==> config.mk <==
export PLATFORM = sky130hd
export DESIGN_NAME = pu_layer_scheduler
export DESIGN_NICKNAME = d
export VERILOG_FILES = /design/src/rtl/pu_layer_scheduler.sv
export SDC_FILE = /design/constraint.sdc
export NUM_CORES = 1
export LEC_CHECK = 0
export CAP_MARGIN = 20
export CORE_UTILIZATION = 48
export DETAILED_ROUTE_END_ITERATION = 10
export HOLD_SLACK_MARGIN = 0.12
export PLACE_DENSITY = 0.86
export REMOVE_ABC_BUFFERS = 1
export SLEW_MARGIN = 20
export SYNTH_ARGS = -nofsm -noshare
export SYNTH_HDL_FRONTEND = slang
export SYNTH_SLANG_ARGS = --single-unit
==> constraint.sdc <==
create_clock -name i_clk -period 2.78 [get_ports i_clk]
set_input_delay 0.556 -clock i_clk [delete_from_list [all_inputs] [get_ports i_clk]]
set_output_delay 0.556 -clock i_clk [all_outputs]
set_load 0.1 [all_outputs]
==> src/rtl/pu_layer_scheduler.sv <==
// -----------------------------------------------------------------------------
// pu_layer_scheduler
//
// Top-level layer sequencer for the processing-unit (PU) array. A run walks
// layers 0..num_layers-1. For each layer it reads that layer's config word
// from the layer-config RAM, sends a one-cycle start pulse to the PUs enabled
// by the word's low NUM_PU bits, and waits until every enabled PU has reported
// done. Then it moves to the next layer. A one-cycle done pulse marks the end
// of the run.
//
// Parameters
//   LAYER_PARAM_WIDTH  width of layer count / layer index / config address
//   NUM_PU             number of PUs sequenced
//   CFG_WIDTH          layer config word width (must be >= NUM_PU)
//
// Ports
//   i_clk             clock, rising edge
//   i_reset           asynchronous active-high reset
//   i_start           begin a run (sampled in IDLE only)
//   i_abort           cancel the run and return to IDLE (highest priority)
//   i_cfg_num_layers  number of layers in the run, latched on start
//   o_cfg_rd_en       config RAM read strobe
//   o_cfg_rd_addr     config RAM address (the current layer index)
//   i_cfg_rd_data     config word, valid one cycle after o_cfg_rd_en
//   o_layer_cfg       captured config word of the current layer
//   o_pu_start        per-PU one-cycle start pulse
//   i_pu_done         per-PU done pulse (any width >= 1 cycle)
//   o_layer_idx       current layer index
//   o_busy            high in every state except IDLE
//   o_done            one-cycle pulse when a run completes
//   o_state           current FSM state (debug)
// -----------------------------------------------------------------------------
module pu_layer_scheduler #(
    parameter int unsigned LAYER_PARAM_WIDTH = 10,
    parameter int unsigned NUM_PU            = 4,
    parameter int unsigned CFG_WIDTH         = 32
) (
    input  logic                         i_clk,
    input  logic                         i_reset,
    input  logic                         i_start,
    input  logic                         i_abort,
    input  logic [LAYER_PARAM_WIDTH-1:0] i_cfg_num_layers,
    output logic                         o_cfg_rd_en,
    output logic [LAYER_PARAM_WIDTH-1:0] o_cfg_rd_addr,
    input  logic [CFG_WIDTH-1:0]         i_cfg_rd_data,
    output logic [CFG_WIDTH-1:0]         o_layer_cfg,
    output logic [NUM_PU-1:0]            o_pu_start,
    input  logic [NUM_PU-1:0]            i_pu_done,
    output logic [LAYER_PARAM_WIDTH-1:0] o_layer_idx,
    output logic                         o_busy,
    output logic                         o_done,
    output logic [2:0]                   o_state
);

    // -------------------------------------------------------------------------
    // State encoding. Software reads these values back through o_state.
    // -------------------------------------------------------------------------
    localparam logic [2:0] ST_IDLE  = 3'd0;
    localparam logic [2:0] ST_RD    = 3'd1;
    localparam logic [2:0] ST_CAP   = 3'd2;
    localparam logic [2:0] ST_ISSUE = 3'd3;
    localparam logic [2:0] ST_WAIT  = 3'd4;
    localparam logic [2:0] ST_NEXT  = 3'd5;
    localparam logic [2:0] ST_FIN   = 3'd6;

    localparam logic [LAYER_PARAM_WIDTH-1:0] LAYER_ONE = LAYER_PARAM_WIDTH'(1);

    // -------------------------------------------------------------------------
    // Signals
    // -------------------------------------------------------------------------
    logic [1:0]                   r_rst_sync;
    logic                         w_rst;

    logic [2:0]                   r_state;
    logic [2:0]                   w_state_nxt;

    logic [LAYER_PARAM_WIDTH-1:0] r_num_layers;
    logic [LAYER_PARAM_WIDTH-1:0] r_layer_idx;
    logic [CFG_WIDTH-1:0]         r_layer_cfg;
    logic [NUM_PU-1:0]            r_done_seen;

    logic [NUM_PU-1:0]            w_mask;
    logic                         w_mask_zero;
    logic                         w_all_done;
    logic                         w_last_layer;
    logic                         w_run_empty;

    // -------------------------------------------------------------------------
    // Reset synchroniser.
    // Reset asserts asynchronously. Release is delayed by two clock edges so
    // that every flop leaves reset on the same edge.
    // -------------------------------------------------------------------------
    always_ff @(posedge i_clk or posedge i_reset) begin
        if (i_reset) begin
            r_rst_sync <= 2'b11;
        end else begin
            r_rst_sync <= {r_rst_sync[0], 1'b0};
        end
    end

    assign w_rst = r_rst_sync[1];

    // -------------------------------------------------------------------------
    // Layer bookkeeping decodes
    // -------------------------------------------------------------------------
    assign w_mask      = r_layer_cfg[NUM_PU-1:0];
    assign w_mask_zero = (w_mask == '0);

    // Include the done bits of the current cycle so that the last required
    // done pulse moves the FSM on at the next edge. Done bits from PUs outside
    // the mask are dropped.
    assign w_all_done   = (((r_done_seen | i_pu_done) & w_mask) == w_mask);
    assign w_last_layer = (r_layer_idx == (r_num_layers - LAYER_ONE));
    assign w_run_empty  = (i_cfg_num_layers == '0);

    // -------------------------------------------------------------------------
    // Next-state logic. Abort overrides every transition.
    // -------------------------------------------------------------------------
    always_comb begin
        w_state_nxt = r_state;
        if (i_abort) begin
            w_state_nxt = ST_IDLE;
        end else begin
            case (r_state)
                ST_IDLE: begin
                    if (i_start) begin
                        w_state_nxt = w_run_empty ? ST_FIN : ST_RD;
                    end
                end
                ST_RD:    w_state_nxt = ST_CAP;
                ST_CAP:   w_state_nxt = ST_ISSUE;
                ST_ISSUE: w_state_nxt = w_mask_zero ? ST_NEXT : ST_WAIT;
                ST_WAIT: begin
                    if (w_all_done) begin
                        w_state_nxt = ST_NEXT;
                    end
                end
                ST_NEXT:  w_state_nxt = w_last_layer ? ST_FIN : ST_RD;
                ST_FIN:   w_state_nxt = ST_IDLE;
                default:  w_state_nxt = ST_IDLE;
            endcase
        end
    end

    always_ff @(posedge i_clk or posedge w_rst) begin
        if (w_rst) begin
            r_state <= ST_IDLE;
        end else begin
            r_state <= w_state_nxt;
        end
    end

    // -------------------------------------------------------------------------
    // Datapath registers.
    // On abort all of these hold their values. layer_idx and layer_cfg then
    // still show where the run stopped.
    // -------------------------------------------------------------------------
    always_ff @(posedge i_clk or posedge w_rst) begin
        if (w_rst) begin
            r_num_layers <= '0;
            r_layer_idx  <= '0;
            r_layer_cfg  <= '0;
            r_done_seen  <= '0;
        end else if (!i_abort) begin
            case (r_state)
                ST_IDLE: begin
                    if (i_start) begin
                        r_num_layers <= i_cfg_num_layers;
                        r_layer_idx  <= '0;
                    end
                end
                ST_CAP: begin
                    r_layer_cfg <= i_cfg_rd_data;
                    r_done_seen <= '0;
                end
                ST_WAIT: begin
                    r_done_seen <= r_done_seen | (i_pu_done & w_mask);
                end
                ST_NEXT: begin
                    if (!w_last_layer) begin
                        r_layer_idx <= r_layer_idx + LAYER_ONE;
                    end
                end
                default: ;
            endcase
        end
    end

    // -------------------------------------------------------------------------
    // Outputs.
    // Strobes are decoded from the state register. They are gated by abort so
    // that no read, start or done can escape in the cycle that abort arrives.
    // -------------------------------------------------------------------------
    always_comb begin
        o_cfg_rd_en   = 1'b0;
        o_cfg_rd_addr = '0;
        o_pu_start    = '0;
        o_done        = 1'b0;
        if (!i_abort) begin
            case (r_state)
                ST_RD: begin
                    o_cfg_rd_en   = 1'b1;
                    o_cfg_rd_addr = r_layer_idx;
                end
                ST_ISSUE: o_pu_start = w_mask;
                ST_FIN:   o_done     = 1'b1;
                default: ;
            endcase
        end
    end

    assign o_busy      = (r_state != ST_IDLE);
    assign o_state     = r_state;
    assign o_layer_idx = r_layer_idx;
    assign o_layer_cfg = r_layer_cfg;

endmodule

Yosys cells after proc, flatten, opt, wreduce, memory -nomap -nowiden:

Cells that the tools add are included.

* bits in registers: 61
* input port bits: 50
* output and inout port bits: 62
* logic and storage cells: 55

* add/subtract/negate cells: 2
* equality and inequality tests: 12
* mux-type cells: 19
* bitwise operators: 5
* reduce and logical (&&, ||, !) cells: 11

Operator list (number)
* 10-bit 2-to-1 mux: 4
* 10-bit one-hot mux with 2 select lines: 1
* 3-bit one-hot mux with 6 select lines: 1
* 3-bit 2-to-1 mux: 5
* 10-bit by 1-bit adder with 10-bit output, second input constant: 1
* 10-bit equality test: 1
* 10-bit logical NOT: 1
* 10-bit by 1-bit subtractor with 10-bit output, second input constant: 1
* 3-bit equality test, second input constant: 3
* 4-bit bitwise AND: 2
* 4-bit 2-to-1 mux: 2
* 4-bit bitwise OR: 2
* 4-bit one-hot mux with 2 select lines: 1
* 3-bit by 2-bit equality test with 1-bit output, second input constant: 2
* 3-bit != test, second input constant: 2
* 2-bit AND reduction: 3
* 1-bit 2-to-1 mux: 5
* 4-bit equality test: 1
* 4-bit logical NOT: 1
* 2-bit != test, second input constant: 2
* 4-bit AND reduction: 1
* 2-bit nonzero test: 2
* 3-bit by 1-bit equality test with 1-bit output, second input constant: 1
* 3-bit logical NOT: 1
* other kinds (3): 3

Logic depth before layout (Yosys ltp):

Gate-level depths: netlist of run 1.

* depth after elaboration: 6
* gate-level depth with buffers: 12
* depth with buffers taken out: 9

Worst setup path after synthesis of run 1:

OpenSTA, ideal clock, no wires.

* kind: register to output
* start point: register r_state[0], in the netlist o_state[0]
* end point: output port o_cfg_rd_addr[0]
* arrival: 4.527 ns
* required time: 2.224 ns
* path slack: -2.303 ns
* stages on the path, launching flop included: 4
* path buffers: 0
* cells stage by stage: dfrtp_1 nand2b_1 nor3_1 and2_1

* cells in the longest elaborated chain, start to end: 3

RTL lines
* from (decl): RTL line 74 `logic [2:0] r_state;`
* from (signal assigned): RTL line 149 `r_state <= w_state_nxt;`
* 3-bit by 1-bit equality test with 1-bit output: RTL line 200 `case (r_state)`
* 10-bit 2-to-1 mux: RTL line 200
* 10-bit 2-to-1 mux: RTL line 199 `if (!i_abort) begin`
* to (decl): RTL line 44 `output logic [LAYER_PARAM_WIDTH-1:0] o_cfg_rd_addr,`

Every way passes these cells.

Worst setup path after layout of run 1:

* start point: input port i_abort
* end point: output port o_cfg_rd_addr[6]

* cells in the longest elaborated chain, start to end: 1

RTL lines
* from (decl): RTL line 41 `input logic i_abort,`
* 10-bit 2-to-1 mux: RTL line 199

Every way passes these cells.

==> impl_metrics.tcl, run 1 <==
set metrics [dict create \
    hold_viol 0 \
    rsz0062_at_grt "false" \
    met1_length_um 3010 \
    power_switching_share 0.537 \
    p_leak_uw 0.00203 \
    grt_max_degree 38 \
    clk_pin_slew_worst_paths_ns 0.06 \
    endpoint_kind "output port" \
    yosysUniqueCellTypes 44 \
    avgSynthCellArea_um2 10.4 \
    cts-htree-levels 3 \
    start_util 0.504 \
    yosys_warnings 0 \
    ys.flop_type "dfrtp_1" \
    period_minus_slack_ns 2.61 \
    cts_tree "done" \
    path_depth 6 \
    setup_violations 0 \
    powerDensity_nw_per_um2 1190 \
    crit_path_top_delay_cell "clkdlybuf4s50_1" \
    regToRegStartpoint "r_num_layers[0]" \
    drtIter0Drc 202 \
    drc 0 \
    critPathMaxFanout 10 \
    cellInternalPower_uw 2490 \
    coreArea_um2 6030 \
    grt_pass1_vias 2659 \
    insertion_delay_ns 0.33 \
    hold_buffers 0 \
    p_switching_uw 2890 \
    status "finished clean" \
    route.vias.total 2661 \
    grt_pass1_wl_um 12700 \
    worstSetupStartpoint "i_abort" \
    die_h_um 81.5 \
    wl_um 7780 \
    synth_seq_cells 61 \
    post_cts_buffers 0 \
    firstDrtPassIters 4 \
    yosysSeqAreaShare 0.504 \
    tightest_slew_ns 0.752 \
    skew_ns 0.00626 \
    cts.sinks 61 \
    critPathMaxStageDelay_ns 0.49 \
    via_per_inst 5.48 \
    grt_remaining_overflow 0 \
    synthCells 291 \
    wl_per_cell_um 16.0 \
    port_buffers 111 \
    pwr-share-clk 0.163 \
    routabilityCongestion 0.880 \
    synthArstFlopShare 1.00 \
    slew_viol_final 0 \
    cts_buffer_depth 2 \
    r2r_end "o_layer_idx[8]" \
    top_layer "met4" \
    synth_area_um2 3030 \
    die_x_um 81.5 \
    place_hpwl_um 5650 \
    synth_edf_count 0 \
    area_delta_synth_final_pct 49.0 \
    critPathTopFamily "buffers and inverters" \
    rows 28 \
    ioPinCount 112 \
    met3_length_um 642 \
    antenna_found_initial 0 \
    diodes 0 \
    pwr-share-comb 0.565 \
    fin_hold_ws_ns 0.366 \
    layout.cells.non_filler 486 \
    cp_num_buf_inv 3 \
    cts_resized 0 \
    ff2ff_setup_slack_ns 0.30 \
    cts_buffers 9 \
    fin_nets 458 \
    hold_class "reg -> reg" \
    wl_met2_um 4000 \
    fmax_mhz 383 \
    place_inst 470 \
    hold_start "r_rst_sync[0]" \
    reg2reg_depth 7 \
    cp-start-kind "input pin" \
    finalCritPeriodShare 0.939 \
    p_seq_frac 0.272 \
    grt.total_usage 0.255 \
    path_class "in -> out" \
    relSlewSlack 0.498 \
    clockRootBuffer "clkbuf_8" \
    drive_above_1_share 0.304 \
    required_ns 2.22 \
    arrival_ns 2.06 \
    design.die.area_um2 6640 \
    crit_path_end "o_cfg_rd_addr[6]" \
    peakVddDrop_mv 1.29 \
    route.antenna.remaining_nets 0 \
    fin_setup_tns_ns 0 \
    cp_cell_sequence "clkdlybuf4s50_1 -> nand2b_1 -> nor3_1 -> buf_4 -> and2_1 -> buf_12" \
    cap_violations 0 \
]
==> final cells by class <==
type / instances / area (µm²)
multi-input cells: 207 / 1410
flip-flops and latches: 61 / 1530
clock inverters: 4 / 70.1
clock buffers: 12 / 155
well taps: 75 / 93.8
repair buffers: 119 / 1230
inverters: 8 / 30.0
fillers: 401 / 1510
==> registers in the layout, indices dropped and copies added (netlist names) <==
name / flops
r_num_layers: 10
r_done_seen: 4
o_layer_cfg: 32
o_layer_idx: 10
r_rst_sync: 2
o_state: 3
==> worst min-delay path by stage <==
stage,end,slack [ns],cells past startpoint
after global routing,r_rst_sync[1],0.37,0
final,r_rst_sync[1],0.37,0
after floorplan,r_rst_sync[1],0.35,0
after detailed placement,r_rst_sync[1],0.36,0
after global placement,r_rst_sync[1],0.35,0
after CTS,r_rst_sync[1],0.37,0
==> cells in the final DEF, fill, tap and decap left out, types with 5 or more instances in the layout <==
cell and instances:
a21oi_1 12, a31oi_1 6, and2_1 13, buf_12 17, buf_4 53, clkbuf_8 11
clkdlybuf4s50_1 49, dfrtp_1 59, inv_1 7, mux2_2 32, nand2_1 38, nand3_1 6
nand4_1 5, nor2_1 15, o21ai_0 12, or3_1 5, or4_1 5, xor2_1 8
==> worst register-to-register path, stage by stage (launching register included) <==
cell     delay [ns]
dfrtp_1        0.42
nor2_1         0.33
a21oi_1        0.16
a211o_1        0.29
a31oi_1        0.12
and4b_2        0.36
or4_1          0.55
a21oi_1        0.17
==> power groups by stage <==
| stage | clock (µW) | combinational (µW) | sequential, µW |
|---|---|---|---|
| after floorplan | 0 | 639 | 3180 |
| after global placement | 0 | 3000 | 1450 |
| after detailed placement | 0 | 3040 | 1470 |
| after CTS | 894 | 3060 | 1460 |
| after global routing | 931 | 3170 | 1510 |
| final | 876 | 3040 | 1460 |
==> cell families after synthesis <==
kind of cell,count (synthesis),synth area share
and+or+nand+nor,110,0.193
DFF,61,0.504
AOI/OAI and AO/OA,46,0.0944
muxes,36,0.132
buffers and inverters,23,0.0322
xor gates and xnor gates,12,0.0346
adders and majority gates,2,0.00825
other,1,0.00124
==> Yosys cell counts (3+ instances only) <==
cell	count	area share
nor3_1	4	0.0066
a31oi_1	6	0.012
inv_1	8	0.0099
or3_1	5	0.010
xnor2_1	4	0.012
nand4_1	5	0.010
clkbuf_1	11	0.014
nand3_1	6	0.0099
nor3b_1	4	0.0099
xor2_1	8	0.023
mux2_2	32	0.12
and3_1	3	0.0062
buf_2	3	0.0049
nor2_1	15	0.019
a21oi_1	12	0.020
nand2b_1	3	0.0062
or4_1	5	0.012
nand2_1	38	0.047
mux2i_1	4	0.013
o21ai_0	12	0.020
dfrtp_1	59	0.49
and2_1	13	0.027
o31ai_1	4	0.0099
==> metal layers <==
| layer | up-vias | GRT usage |
|---|---|---|
| li1 | 1266 | - |
| met1 | 1271 | 0.299 |
| met2 | 114 | 0.440 |
| met3 | 10 | 0.0756 |
| met4 | 0 | 0.0893 |
| met5 | - | 0 |
==> per-stage QoR <==
stage	total power, µW	util	instance area, µm²	setup WS, ns
final	5380	0.750	4520	0.169
after global routing	5610	0.750	4520	0.0724
after CTS	5420	0.750	4520	0.149
after detailed placement	4510	0.713	4290	0.211
after global placement	4450	0.713	4290	0.238
after floorplan	3820	-	2970	-2.44
(Power assumes the default switching activity.)
==> run 2, diff against run 1 <==
--- a/config.mk
+++ b/config.mk
@@ -8,6 +8,7 @@
 export CAP_MARGIN = 20
 export CORE_UTILIZATION = 48
 export DETAILED_ROUTE_END_ITERATION = 10
+export GPL_TIMING_DRIVEN = 1
 export HOLD_SLACK_MARGIN = 0.12
 export PLACE_DENSITY = 0.86
 export REMOVE_ABC_BUFFERS = 1
==> results of run 2 <==
Same layout as run 1: the final DEF is identical, and so are final timing and power.
